===== config.mk =====
export PLATFORM = sky130hd
export DESIGN_NAME = sram_i_reader
export DESIGN_NICKNAME = d
export VERILOG_FILES = /design/src/rtl/sram_i_reader.sv
export SDC_FILE = /design/constraint.sdc
export NUM_CORES = 1
export LEC_CHECK = 0
export ABC_AREA = 1
export CORE_MARGIN = 3
export CORE_UTILIZATION = 25
export DETAILED_ROUTE_END_ITERATION = 8
export HOLD_SLACK_MARGIN = 0.02
export MAX_ROUTING_LAYER = met4
export PLACE_DENSITY_LB_ADDON = 0.25
export SLEW_MARGIN = 20
export SYNTH_ARGS = -nofsm -noshare
export SYNTH_HDL_FRONTEND = slang
export SYNTH_SLANG_ARGS = --single-unit

===== constraint.sdc =====
create_clock -name clk -period 6.55 [get_ports clk]
set_clock_uncertainty 0.15 [all_clocks]
set_input_delay 1.31 -clock clk [delete_from_list [all_inputs] [get_ports clk]]
set_output_delay 1.31 -clock clk [all_outputs]
set_load 0.005 [all_outputs]

===== src/rtl/sram_i_reader.sv =====
`default_nettype none
// +--------------------------------------------------------------------------+
// | Module   : sram_i_reader                                                 |
// | Purpose  : Streaming read controller for the input feature-map SRAM.     |
// |            Walks a strided, wrapping address sequence and delivers the   |
// |            words on a valid/ready stream through a 2-entry output FIFO.  |
// | Revision : 1.0  initial release                                          |
// +--------------------------------------------------------------------------+
module sram_i_reader #(
   parameter int WORD_AMOUNT  = 3136,
   parameter int BIT_PER_WORD = 145,
   parameter int ADDR_W       = $clog2(WORD_AMOUNT)
) (
   input  logic                    clk,
   input  logic                    rst_n,
   input  logic                    start,
   input  logic [ADDR_W-1:0]       base_addr,
   input  logic [ADDR_W:0]         num_words,
   input  logic [ADDR_W-1:0]       stride,
   input  logic                    abort,
   output logic [ADDR_W-1:0]       sram_addr,
   output logic                    sram_we,
   input  logic [BIT_PER_WORD-1:0] sram_dout,
   output logic                    m_valid,
   input  logic                    m_ready,
   output logic [BIT_PER_WORD-1:0] m_data,
   output logic                    busy,
   output logic                    done,
   output logic                    cfg_err
);

   localparam logic [ADDR_W:0] c_word_amount = (ADDR_W+1)'(WORD_AMOUNT);
   localparam logic [ADDR_W:0] c_one         = (ADDR_W+1)'(1);

   typedef enum logic [1:0] {
      S_IDLE  = 2'd0,
      S_RUN   = 2'd1,
      S_DRAIN = 2'd2
   } state_t;

   state_t                  r_state;
   state_t                  w_state_nxt;

   // Command registers and progress counters
   logic [ADDR_W-1:0]       r_addr;      // address currently presented to the SRAM
   logic [ADDR_W-1:0]       r_stride;
   logic [ADDR_W:0]         r_num;
   logic [ADDR_W:0]         r_issued;    // reads committed so far
   logic [ADDR_W:0]         r_beats;     // handshakes completed so far
   logic                    r_rd_pend;   // a read was issued last cycle; its data is on sram_dout now
   logic                    r_done;
   logic                    r_cfg_err;

   // Output FIFO: head register drives m_data directly
   logic [1:0]              r_cnt;
   logic [BIT_PER_WORD-1:0] r_head;
   logic [BIT_PER_WORD-1:0] r_tail;

   logic                    w_cfg_bad;
   logic                    w_accept;
   logic                    w_abort;
   logic                    w_pop;
   logic                    w_issue;
   logic                    w_last_beat;
   logic [2:0]              w_occ;
   logic [ADDR_W:0]         w_sum;
   logic [ADDR_W-1:0]       w_next_addr;

   assign w_cfg_bad   = ({1'b0, base_addr} >= c_word_amount) ||
                        (stride == '0) ||
                        ({1'b0, stride} >= c_word_amount);
   assign w_accept    = (r_state == S_IDLE) && start && !w_cfg_bad && (num_words != '0);
   assign w_abort     = abort && (r_state != S_IDLE);
   assign w_pop       = m_valid && m_ready;

   // Words that will sit in the FIFO once the in-flight read lands; a new read
   // is only committed when its word is guaranteed a slot.
   assign w_occ       = {1'b0, r_cnt} + {2'b00, r_rd_pend} - {2'b00, w_pop};
   assign w_issue     = (r_state == S_RUN) && !abort && (r_issued < r_num) && (w_occ < 3'd2);

   // Sum is formed one bit wider so the wrap test sees the true value
   assign w_sum       = {1'b0, r_addr} + {1'b0, r_stride};
   assign w_next_addr = (w_sum >= c_word_amount) ? ADDR_W'(w_sum - c_word_amount)
                                                 : ADDR_W'(w_sum);

   assign w_last_beat = (r_state == S_DRAIN) && w_pop && ((r_beats + c_one) == r_num);

   assign sram_addr   = r_addr;
   assign sram_we     = 1'b0;
   assign m_valid     = (r_cnt != 2'd0);
   assign m_data      = r_head;
   assign done        = r_done;
   assign cfg_err     = r_cfg_err;

   // State register
   always_ff @(posedge clk or negedge rst_n) begin
      if (!rst_n) begin
         r_state <= S_IDLE;
      end else begin
         r_state <= w_state_nxt;
      end
   end

   // Next-state decode and busy flag
   always_comb begin
      w_state_nxt = r_state;
      busy        = (r_state != S_IDLE);
      case (r_state)
         S_IDLE: begin
            if (w_accept) w_state_nxt = S_RUN;
         end
         S_RUN: begin
            if (abort)                  w_state_nxt = S_IDLE;
            else if (r_issued == r_num) w_state_nxt = S_DRAIN;
         end
         S_DRAIN: begin
            if (abort || w_last_beat) w_state_nxt = S_IDLE;
         end
         default: begin
            w_state_nxt = S_IDLE;
         end
      endcase
   end

   // Command capture, address walk, counters and status pulses
   always_ff @(posedge clk or negedge rst_n) begin
      if (!rst_n) begin
         r_addr    <= '0;
         r_stride  <= '0;
         r_num     <= '0;
         r_issued  <= '0;
         r_beats   <= '0;
         r_rd_pend <= 1'b0;
         r_done    <= 1'b0;
         r_cfg_err <= 1'b0;
      end else begin
         r_done    <= 1'b0;
         r_cfg_err <= 1'b0;
         if (r_state == S_IDLE) begin
            r_rd_pend <= 1'b0;
            if (start) begin
               if (w_cfg_bad) begin
                  r_cfg_err <= 1'b1;
               end else if (num_words == '0) begin
                  r_done <= 1'b1;
               end else begin
                  r_addr   <= base_addr;
                  r_stride <= stride;
                  r_num    <= num_words;
                  r_issued <= '0;
                  r_beats  <= '0;
               end
            end
         end else if (abort) begin
            // The read in flight is dropped; its data is never pushed
            r_rd_pend <= 1'b0;
         end else begin
            r_rd_pend <= w_issue;
            if (w_issue) begin
               r_addr   <= w_next_addr;
               r_issued <= r_issued + c_one;
            end
            if (w_pop) begin
               r_beats <= r_beats + c_one;
            end
            if (w_last_beat) begin
               r_done <= 1'b1;
            end
         end
      end
   end

   // Two-entry output FIFO; push and pop in the same cycle are both honoured
   always_ff @(posedge clk or negedge rst_n) begin
      if (!rst_n) begin
         r_cnt  <= 2'd0;
         r_head <= '0;
         r_tail <= '0;
      end else if (w_abort) begin
         r_cnt <= 2'd0;
      end else begin
         case ({r_rd_pend, w_pop})
            2'b10: begin
               if (r_cnt == 2'd0) begin
                  r_head <= sram_dout;
                  r_cnt  <= 2'd1;
               end else begin
                  r_tail <= sram_dout;
                  r_cnt  <= 2'd2;
               end
            end
            2'b01: begin
               if (r_cnt == 2'd2) r_head <= r_tail;
               r_cnt <= r_cnt - 2'd1;
            end
            2'b11: begin
               if (r_cnt == 2'd1) begin
                  r_head <= sram_dout;
               end else begin
                  r_head <= r_tail;
                  r_tail <= sram_dout;
               end
            end
            default: begin
               r_cnt <= r_cnt;
            end
         endcase
      end
   end

endmodule
`default_nettype wire


======== Yosys cells after proc, flatten, opt, wreduce, memory -nomap -nowiden ========
Cells that the tools add are included.
cells by class
  $add $sub $neg .......................... 7
  order comparisons ....................... 5
  equality and inequality tests ........... 20
  muxes and demuxes ....................... 42
  bitwise operators ....................... 3
  reduce and logical (&&, ||, !) cells .... 33
operators with widths
  kind                                                                                   number
  145-bit 2-to-1 mux                                                                     5
  145-bit case mux with 3 select lines                                                   1
  145-bit case mux with 2 select lines                                                   1
  13-bit 2-to-1 mux                                                                      9
  12-bit 2-to-1 mux                                                                      7
  13-bit by 1-bit adder with 13-bit output, second input constant                        2
  13-bit equality test                                                                   2
  12-bit greater-or-equal comparator, second input constant                              2
  2-bit != test, second input constant                                                   8
  12-bit by 12-bit adder with 13-bit output                                              1
  13-bit by 12-bit greater-or-equal comparator with 1-bit output, second input constant  1
  13-bit logical NOT                                                                     1
  13-bit < comparator                                                                    1
  13-bit nonzero test                                                                    1
  12-bit logical NOT                                                                     1
  2-bit 2-to-1 mux                                                                       6
  4-bit AND reduction                                                                    3
  12-bit subtractor, second input constant                                               1
  1-bit 2-to-1 mux                                                                       11
  1-bit logical AND                                                                      10
  5-bit AND reduction                                                                    2
  2-bit nonzero test                                                                     5
  2-bit equality test, second input constant                                             4
  2-bit by 1-bit equality test with 1-bit output, second input constant                  3
  other kinds (14)                                                                       22
storage, ports and cells
  flip-flop bits (word level) ............. 360
  input port bits ......................... 187
  output and inout port bits .............. 162
  word-level logic and storage cells ...... 122

======== Depth between registers and ports, before layout ========
Gate-level depths: netlist of the first run.
  depth after elaboration ................. 8
  mapped depth ............................ 21
  gate-level depth less buffers ........... 21

======== Worst setup path before layout of the first run ========
No wires, ideal clock.
  kind .................................... in2reg
  from .................................... in m_ready
  to ...................................... reg r_issued[7]
  library setup time ...................... 117 ps
  arrival ................................. 3766 ps
  data required time ...................... 6283 ps
  path slack .............................. 2517 ps
  stages on the path ...................... 16
  buffers on the path ..................... 3
  cells stage by stage .................... nand2_1 -> inv_2 -> clkbuf_1 -> clkbuf_1 -> ha_1 -> nor2_1 -> fa_1 -> nor3_1 -> nand4_1 -> a31oi_1 -> nand2_1 -> nand2_2 -> buf_4 -> nand3_1 -> nor2_1 -> nor2_1
between the ends
  cells in the longest elaborated chain, start to end .. 6
RTL lines
  what                                           line  text
  start, declared                                25    input logic m_ready,
  1-bit logical AND                              74    assign w_pop = m_valid && m_ready;
  3-bit by 1-bit subtractor with 3-bit output    78    assign w_occ = {1'b0, r_cnt} + {2'b00, r_rd_pend} - {2'b00, w_pop};
  3-bit by 2-bit < comparator with 1-bit output  79    assign w_issue = (r_state == S_RUN) && !abort && (r_issued < r_num) && (w_occ < 3'd2);
  1-bit logical AND                              79
  2-bit nonzero test (no line)                   n/a
  5-bit AND reduction (no line)                  n/a
  end signal, assigned                           161   r_issued <= r_issued + c_one;
  end, declared                                  48    logic [ADDR_W:0] r_issued;
Every way passes these cells.
A chain may end at the register's enable or synchronous reset.

======== Final worst setup path of the first run ========
  from .................................... in m_ready
  to ...................................... reg r_issued[8]
Same word-level chain as after synthesis.

==> results of run 1 <==
==> registers in the layout, summed over array words and instances (netlist names) <==
register	count
r_state	2
r_beats	13
r_issued	13
r_stride	12
cfg_err	1
r_cnt	2
r_tail	145
done	1
r_num	13
m_data	145
sram_addr	12
r_rd_pend	1
==> cells in the mapped netlist, drive strengths merged <==
master / count / share of area, %
clkbuf: 46 / 1.0
a31oi: 150 / 5.5
o211ai: 3 / 0.13
o21bai: 3 / 0.13
fa: 2 / 0.23
dfrtp: 360 / 53
or2: 2 / 0.073
nor4: 6 / 0.22
ha: 33 / 2.4
nand2: 340 / 7.7
xnor2: 2 / 0.10
nor2: 221 / 5.0
a21oi: 28 / 0.86
nand4: 16 / 0.59
xor2: 15 / 0.77
nand3b: 4 / 0.18
o31ai: 5 / 0.31
inv: 98 / 2.2
nand3: 211 / 6.4
o2111ai: 1 / 0.051
conb: 1 / 0.022
mux2: 146 / 9.6
o22ai: 10 / 0.37
o21ai: 42 / 1.3
buf: 65 / 2.0
nor3: 11 / 0.35
==> where the power goes <==
part	internal, mW	switching, mW	total, mW
logic	2.27	2.46	4.74
clock network	1.57	1.02	2.59
registers	3.28	0.626	3.90
total	7.12	4.11	11.2
==> cell type report <==
type | count | area [um^2]
Timing Repair Buffer | 362 | 3670
Clock buffer | 60 | 1270
Inverter | 98 | 370
Clock inverter | 18 | 279
Sequential cell | 360 | 9010
Fill cell | 6899 | 44600
Multi-Input combinational cell | 1252 | 7240
Antenna cell | 2 | 5.00
Tap cell | 873 | 1090
==> metal layers <==
metal | up-vias | track usage [%]
met4 | 0 | 3.71
met1 | 7029 | 19.0
met2 | 311 | 24.1
met5 | - | -
li1 | 6809 | -
met3 | 63 | 2.77
==> cells by family (layout without fill, tap and decap cells) <==
logic type      Yosys count  count (layout)
fa+ha+maj                35              35
mux                     146             146
simple gates            811             811
flops                   360             360
compound gates          242             242
other cells               1               3
xor+xnor                 17              17
buf+inv                 209             538
==> worst paths after layout <==
check | startpoint | to | depth (start not counted)
setup / recovery | m_ready | r_issued[8]$_DFFE_PN0P_ | 15
hold / removal | r_tail[108]$_DFFE_PN0P_ | r_tail[108]$_DFFE_PN0P_ | 1
max in group asynchronous | rst_n | m_data[62]$_DFFE_PN0P_ | 2
setup reg to reg | r_cnt[1]$_DFFE_PN0P_ | r_issued[8]$_DFFE_PN0P_ | 17
hold reg to reg | r_tail[108]$_DFFE_PN0P_ | r_tail[108]$_DFFE_PN0P_ | 1
min in group asynchronous | rst_n | sram_addr[11]$_DFFE_PN0P_ | 1
==> metrics by stage <==
stage               util [%]  std cells  cell area (um^2)  hold slack [ns]  setup slack, ns
CTS                     33.9       3022             22900            0.346             2.61
global placement        31.6       2944             21400            0.326             2.04
finish                  34.0       3025             22900            0.345             2.58
detailed placement      31.6       2944             21400            0.333             1.99
floorplan                  -       1821             17100            0.307             2.52
global route            34.0       3025             22900            0.355             2.35
==> run_results.csv, run 1 <==
group,metric,value,unit
detailed_routing,drt-met1-wl,23300,um
timing,setup-violations-final,0,
layout,drive_gt1_share,12.2,%
clock_network,cts.sinks,360,
floorplanning,fp.dieW,268,um
synthesis,synthMuxAreaShare,9.61,%
synthesis,yosys_register_bits,360,
global_route,grt_pass1_wl,82100,um
synthesis,yosys.area_share.simple,20.4,%
setup_path,cp_cell_sequence,"clkdlybuf4s50_1, nand2_1, inv_4, ha_1, nor2_1, fa_1, nor3_1, nand4_1, a31oi_1, nand2_1, nand2_2, inv_2, o21bai_1, nand2_1, nor2_1",
global_route,grt_max_degree,195,
timing,min_period,3.97,ns
layout,final_nets,2341,
setup_path,worst-r2r-setup-slack,2.96,ns
floorplanning,io_pins,349,
clock_network,cts_tree,"done",
synthesis,synth_xor_area_share,0.870,%
detailed_routing,via_per_inst,4.70,
placement,port_buffers,347,
detailed_routing,ant_nets,0,
timing,fin_crit_sh,60.6,%
floorplanning,initial_utilization,25.3,%
detailed_routing,avgRoutedWirePerCell,17.3,um
clock_network,cts-buffers-inserted,45,
detailed_routing,drt_iter0_markers,898,
detailed_routing,wl,52300,um
detailed_routing,vias,14200,
synthesis,synthDistinctLibCells,43,
setup_path,worstSetupEndpointType,"register",
placement,gp_congestion,0.831,
global_route,antenna_found_initial,2,
power,p_per_area,490,mW/mm^2
clock_network,postCtsSetupBuffers,0,
clock_network,cts-root-buf,"clkbuf_16",
timing,fmax,252,MHz
timing,relSlewSlack,27.9,%
setup_path,path_buf_inv,3,
worst_hold_path,hold_path.class,"register to register",
setup_path,path_max_fanout,24,
global_route,grt_pass1_vias,14300,
synthesis,syn-mean-instance-area,9.40,um^2
layout,final_common_cell,"dfrtp_1",
clock_network,holdBufCountCts,0,
clock_network,htreeDepth,2,
global_route,track_usage,14.8,%
timing,slew_violations,0,
setup_path,required,6.89,ns
detailed_routing,dr.pass1.iters,5,
detailed_routing,top_layer_used,"met4",
timing,totalNegativeSetupSlack,0,ns
clock_network,insertion_delay,0.57,ns
setup_path,worstSetupStartpointType,"input port",
synthesis,synth_compound_area_share,8.59,%
timing,worstMarginPinSlew,1.08,ns
setup_path,arrival,4.31,ns
power,p_total,11.2,mW
timing,finalHoldViolCount,0,
layout,area_delta_synth_final,34.0,%
detailed_routing,wl_met3,2720,um
timing,rsz0062_at_grt,"no",
power,ir_drop,0.000278,V
setup_path,cp_slowest_stage_delay,0.50,ns
setup_path,critical_path_class,"input port to register",
synthesis,synth_fa_ha_area_share,2.65,%
floorplanning,design.core.area,0.0675,mm^2
run,maxCapViolations,0,
setup_path,slowest_stage,"clkdlybuf4s50_1",
detailed_routing,drcViolationCount,0,
setup_path,cp_common_cell,"nand2_1",
global_route,grt_overflow_total,0,
floorplanning,die_area,0.0716,mm^2
synthesis,synthCells,1821,
floorplanning,die_h,268,um
clock_network,clk_pin_slew,0.06,ns
synthesis,synth_area,0.0171,mm^2
power,leakage,9.98,nW
detailed_routing,met2_length,25300,um
floorplanning,row_count,95,
clock_network,clock_path_buffers,3,
synthesis,synth_nets,2043,
status,status,"completed",
synthesis,synth_top_family_by_area,"simple AND/OR/NAND/NOR gates",
setup_path,critPathTopFamily,"simple AND/OR/NAND/NOR gates",
clock_network,cts_resized,0,
synthesis,yosysSeqAreaShare,52.7,%
synthesis,yosys_warnings,0,
placement,dp_hpwl,34100,um
layout,final_cell_mix,"dfrtp_1 (360), clkdlybuf4s50_1 (346), nand2_1 (327)",
(Power assumes the default switching activity.)
==> run 2, diff against run 1 <==
- clock period: 6.55 -> 3.6 ns (I/O delays scaled with it)
==> run 2 against run 1 <==
Net effect:
- routed wire length decreased by 0.71%
- utilization increased by 0.56 points
- clock-buffer cell count increased by 3
- hold slack got worse by 0.33 ns
- die area unchanged
- final cell count increased by 1.2%
- worst setup slack got worse by 2.3 ns
- sequential share of layout area decreased by 0.64 points
- critical path depth increased by 3
- via count increased by 0.39%
- critical path type is now register to register
==> run_results.csv, run 2 (synthesis gave the netlist of run 1 again) <==
group,metric,value,unit
status,status,"completed",
power,power.share.clock,22.8,%
floorplanning,row_count,95,
layout,final_common_cell,"dfrtp_1",
placement,port_buffers,347,
worst_hold_path,hold_path.class,"input port to asynchronous set/reset pin",
layout,num_antenna_cells,0,
clock_network,holdBufCountCts,0,
power,power.share.combinational,42.8,%
run,maxCapViolations,0,
clock_network,cts_resized,0,
global_route,grt_max_degree,150,
clock_network,postCtsSetupBuffers,0,
timing,totalNegativeSetupSlack,0,ns
detailed_routing,drcViolationCount,0,
floorplanning,io_pins,349,
power,leakage,10.2,nW
detailed_routing,avgRoutedWirePerCell,17.0,um
layout,fillerInstances,6750,
layout,final_nets,2375,
detailed_routing,via_per_inst,4.66,
timing,finalHoldViolCount,0,
global_route,track_usage,14.6,%
setup_path,worstSetupStartpointType,"register",
setup_path,arrival,3.66,ns
power,power_frac_seq,34.4,%
clock_network,cts.sinks,360,
clock_network,cts-root-buf,"clkbuf_16",
clock_network,cts_tree,"done",
setup_path,reg2regPathDepth,18,
floorplanning,fp.dieW,268,um
placement,gp_congestion,0.851,
timing,fin_crit_sh,92.0,%
timing,min_period,3.31,ns
power,p_sw,7.46,mW
clock_network,htreeDepth,2,
layout,final_cell_mix,"dfrtp_1 (360), clkdlybuf4s50_1 (346), nand2_1 (327)",
detailed_routing,ant_nets,0,
layout,instances_no_fill,3060,
clock_network,insertion_delay,0.58,ns
global_route,antenna_found_initial,1,
timing,worstMarginPinSlew,1.01,ns
floorplanning,initial_utilization,25.3,%
floorplanning,design.core.area,0.0675,mm^2
power,cellInternalPower,13.1,mW
timing,slew_violations,0,
setup_path,critical_path_class,"register to register",
global_route,grt_pass1_vias,14500,
global_route,grt_overflow_total,0,
detailed_routing,dr.pass1.iters,5,
layout,area_delta_synth_final,36.2,%
clock_network,clk_pin_slew,0.05,ns
timing,rsz0062_at_grt,"no",
detailed_routing,wl,52000,um
setup_path,path_max_fanout,14,
power,swShare,36.2,%
layout,drive_gt1_share,13.6,%
timing,relSlewSlack,32.5,%
setup_path,worstSetupEndpointType,"register",
detailed_routing,vias,14300,
setup_path,required,3.95,ns
placement,dp_hpwl,35200,um
global_route,grt_pass1_wl,81300,um
power,ir_drop,0.000419,V
layout,final_util,34.5,%
power,p_total,20.6,mW
placement,place_inst,2980,
timing,setup-violations-final,0,
clock_network,clock_path_buffers,3,
floorplanning,die_h,268,um
timing,fmax,302,MHz
floorplanning,die_area,0.0716,mm^2
timing,fin_hold_ws,0.0103,ns
detailed_routing,drt_iter0_markers,763,
clock_network,cts-buffers-inserted,44,
power,p_per_area,882,mW/mm^2
[run 2: cell types whose count changed in the layout (fill, tap and decap cells not counted), sizes merged]
cell,delta
diode,-2
buf,+35
clkbuf,+3
clkinv,-2
inv,+1
[run 2: final timing paths]
path | from | to | slack [ns]
worst max-delay path | r_cnt[1]$_DFFE_PN0P_ | sram_addr[9]$_DFFE_PN0P_ | 0.29
worst max register to register | r_cnt[1]$_DFFE_PN0P_ | sram_addr[9]$_DFFE_PN0P_ | 0.29
min in group clk | r_tail[106]$_DFFE_PN0P_ | r_tail[106]$_DFFE_PN0P_ | 0.34
worst min-delay path | rst_n | sram_addr[1]$_DFFE_PN0P_ | 0.01
worst min register to register | r_tail[106]$_DFFE_PN0P_ | r_tail[106]$_DFFE_PN0P_ | 0.34
max in group asynchronous | rst_n | r_tail[96]$_DFFE_PN0P_ | 2.39
[run 2: power by group through the flow]
stage	clock [mW]	combinational [mW]	sequential, mW
after floorplan	0	5.15	6.92
after global placement	0	8.76	7.07
after detailed placement	0	8.93	7.14
after CTS	4.84	8.96	7.08
after global routing	5.01	9.88	7.31
final	4.69	8.80	7.07
[run 2: layout make-up]
class	count	area (um^2)	area share, %
inverters	98	370	1.59
multi-input cells	1252	7240	31.1
clock buffers	63	1270	5.46
repair buffers	397	4050	17.4
well taps	873	1090	4.69
clock inverters	17	274	1.18
flip-flops and latches	360	9010	38.6
[run 2: metal layers]
layer | track usage (%) | vias up | part of all wire, %
met2 | 23.8 | 309 | 48
met1 | 18.6 | 7003 | 45
met5 | - | - | 0
met4 | 3.73 | 0 | 2.0
li1 | - | 6883 | -
met3 | 3.05 | 72 | 5.4
[run 2: through the flow]
stage | area [um^2] | setup slack [ns]
3_5_place_dp | 21800 | -0.0829
5_1_grt | 23300 | 0.0129
6_report | 23300 | 0.287
4_1_cts | 23300 | 0.250
3_3_place_gp | 21800 | -0.0231
2_1_floorplan | 17100 | 0.125
[run 2: worst max-delay path, cell delays in order (launching register included)]
cell     delay [ns]
dfrtp_1        0.40
inv_1          0.16
ha_1           0.22
inv_2          0.08
nand2_1        0.13
inv_4          0.05
ha_1           0.26
nor2_1         0.14
fa_1           0.44
nor3_1         0.18
nand4_1        0.11
a31oi_1        0.16
nand2_1        0.12
nand2_2        0.11
inv_2          0.14
buf_12         0.16
nor2_1         0.09
nand2_1        0.07
nand2_1        0.06
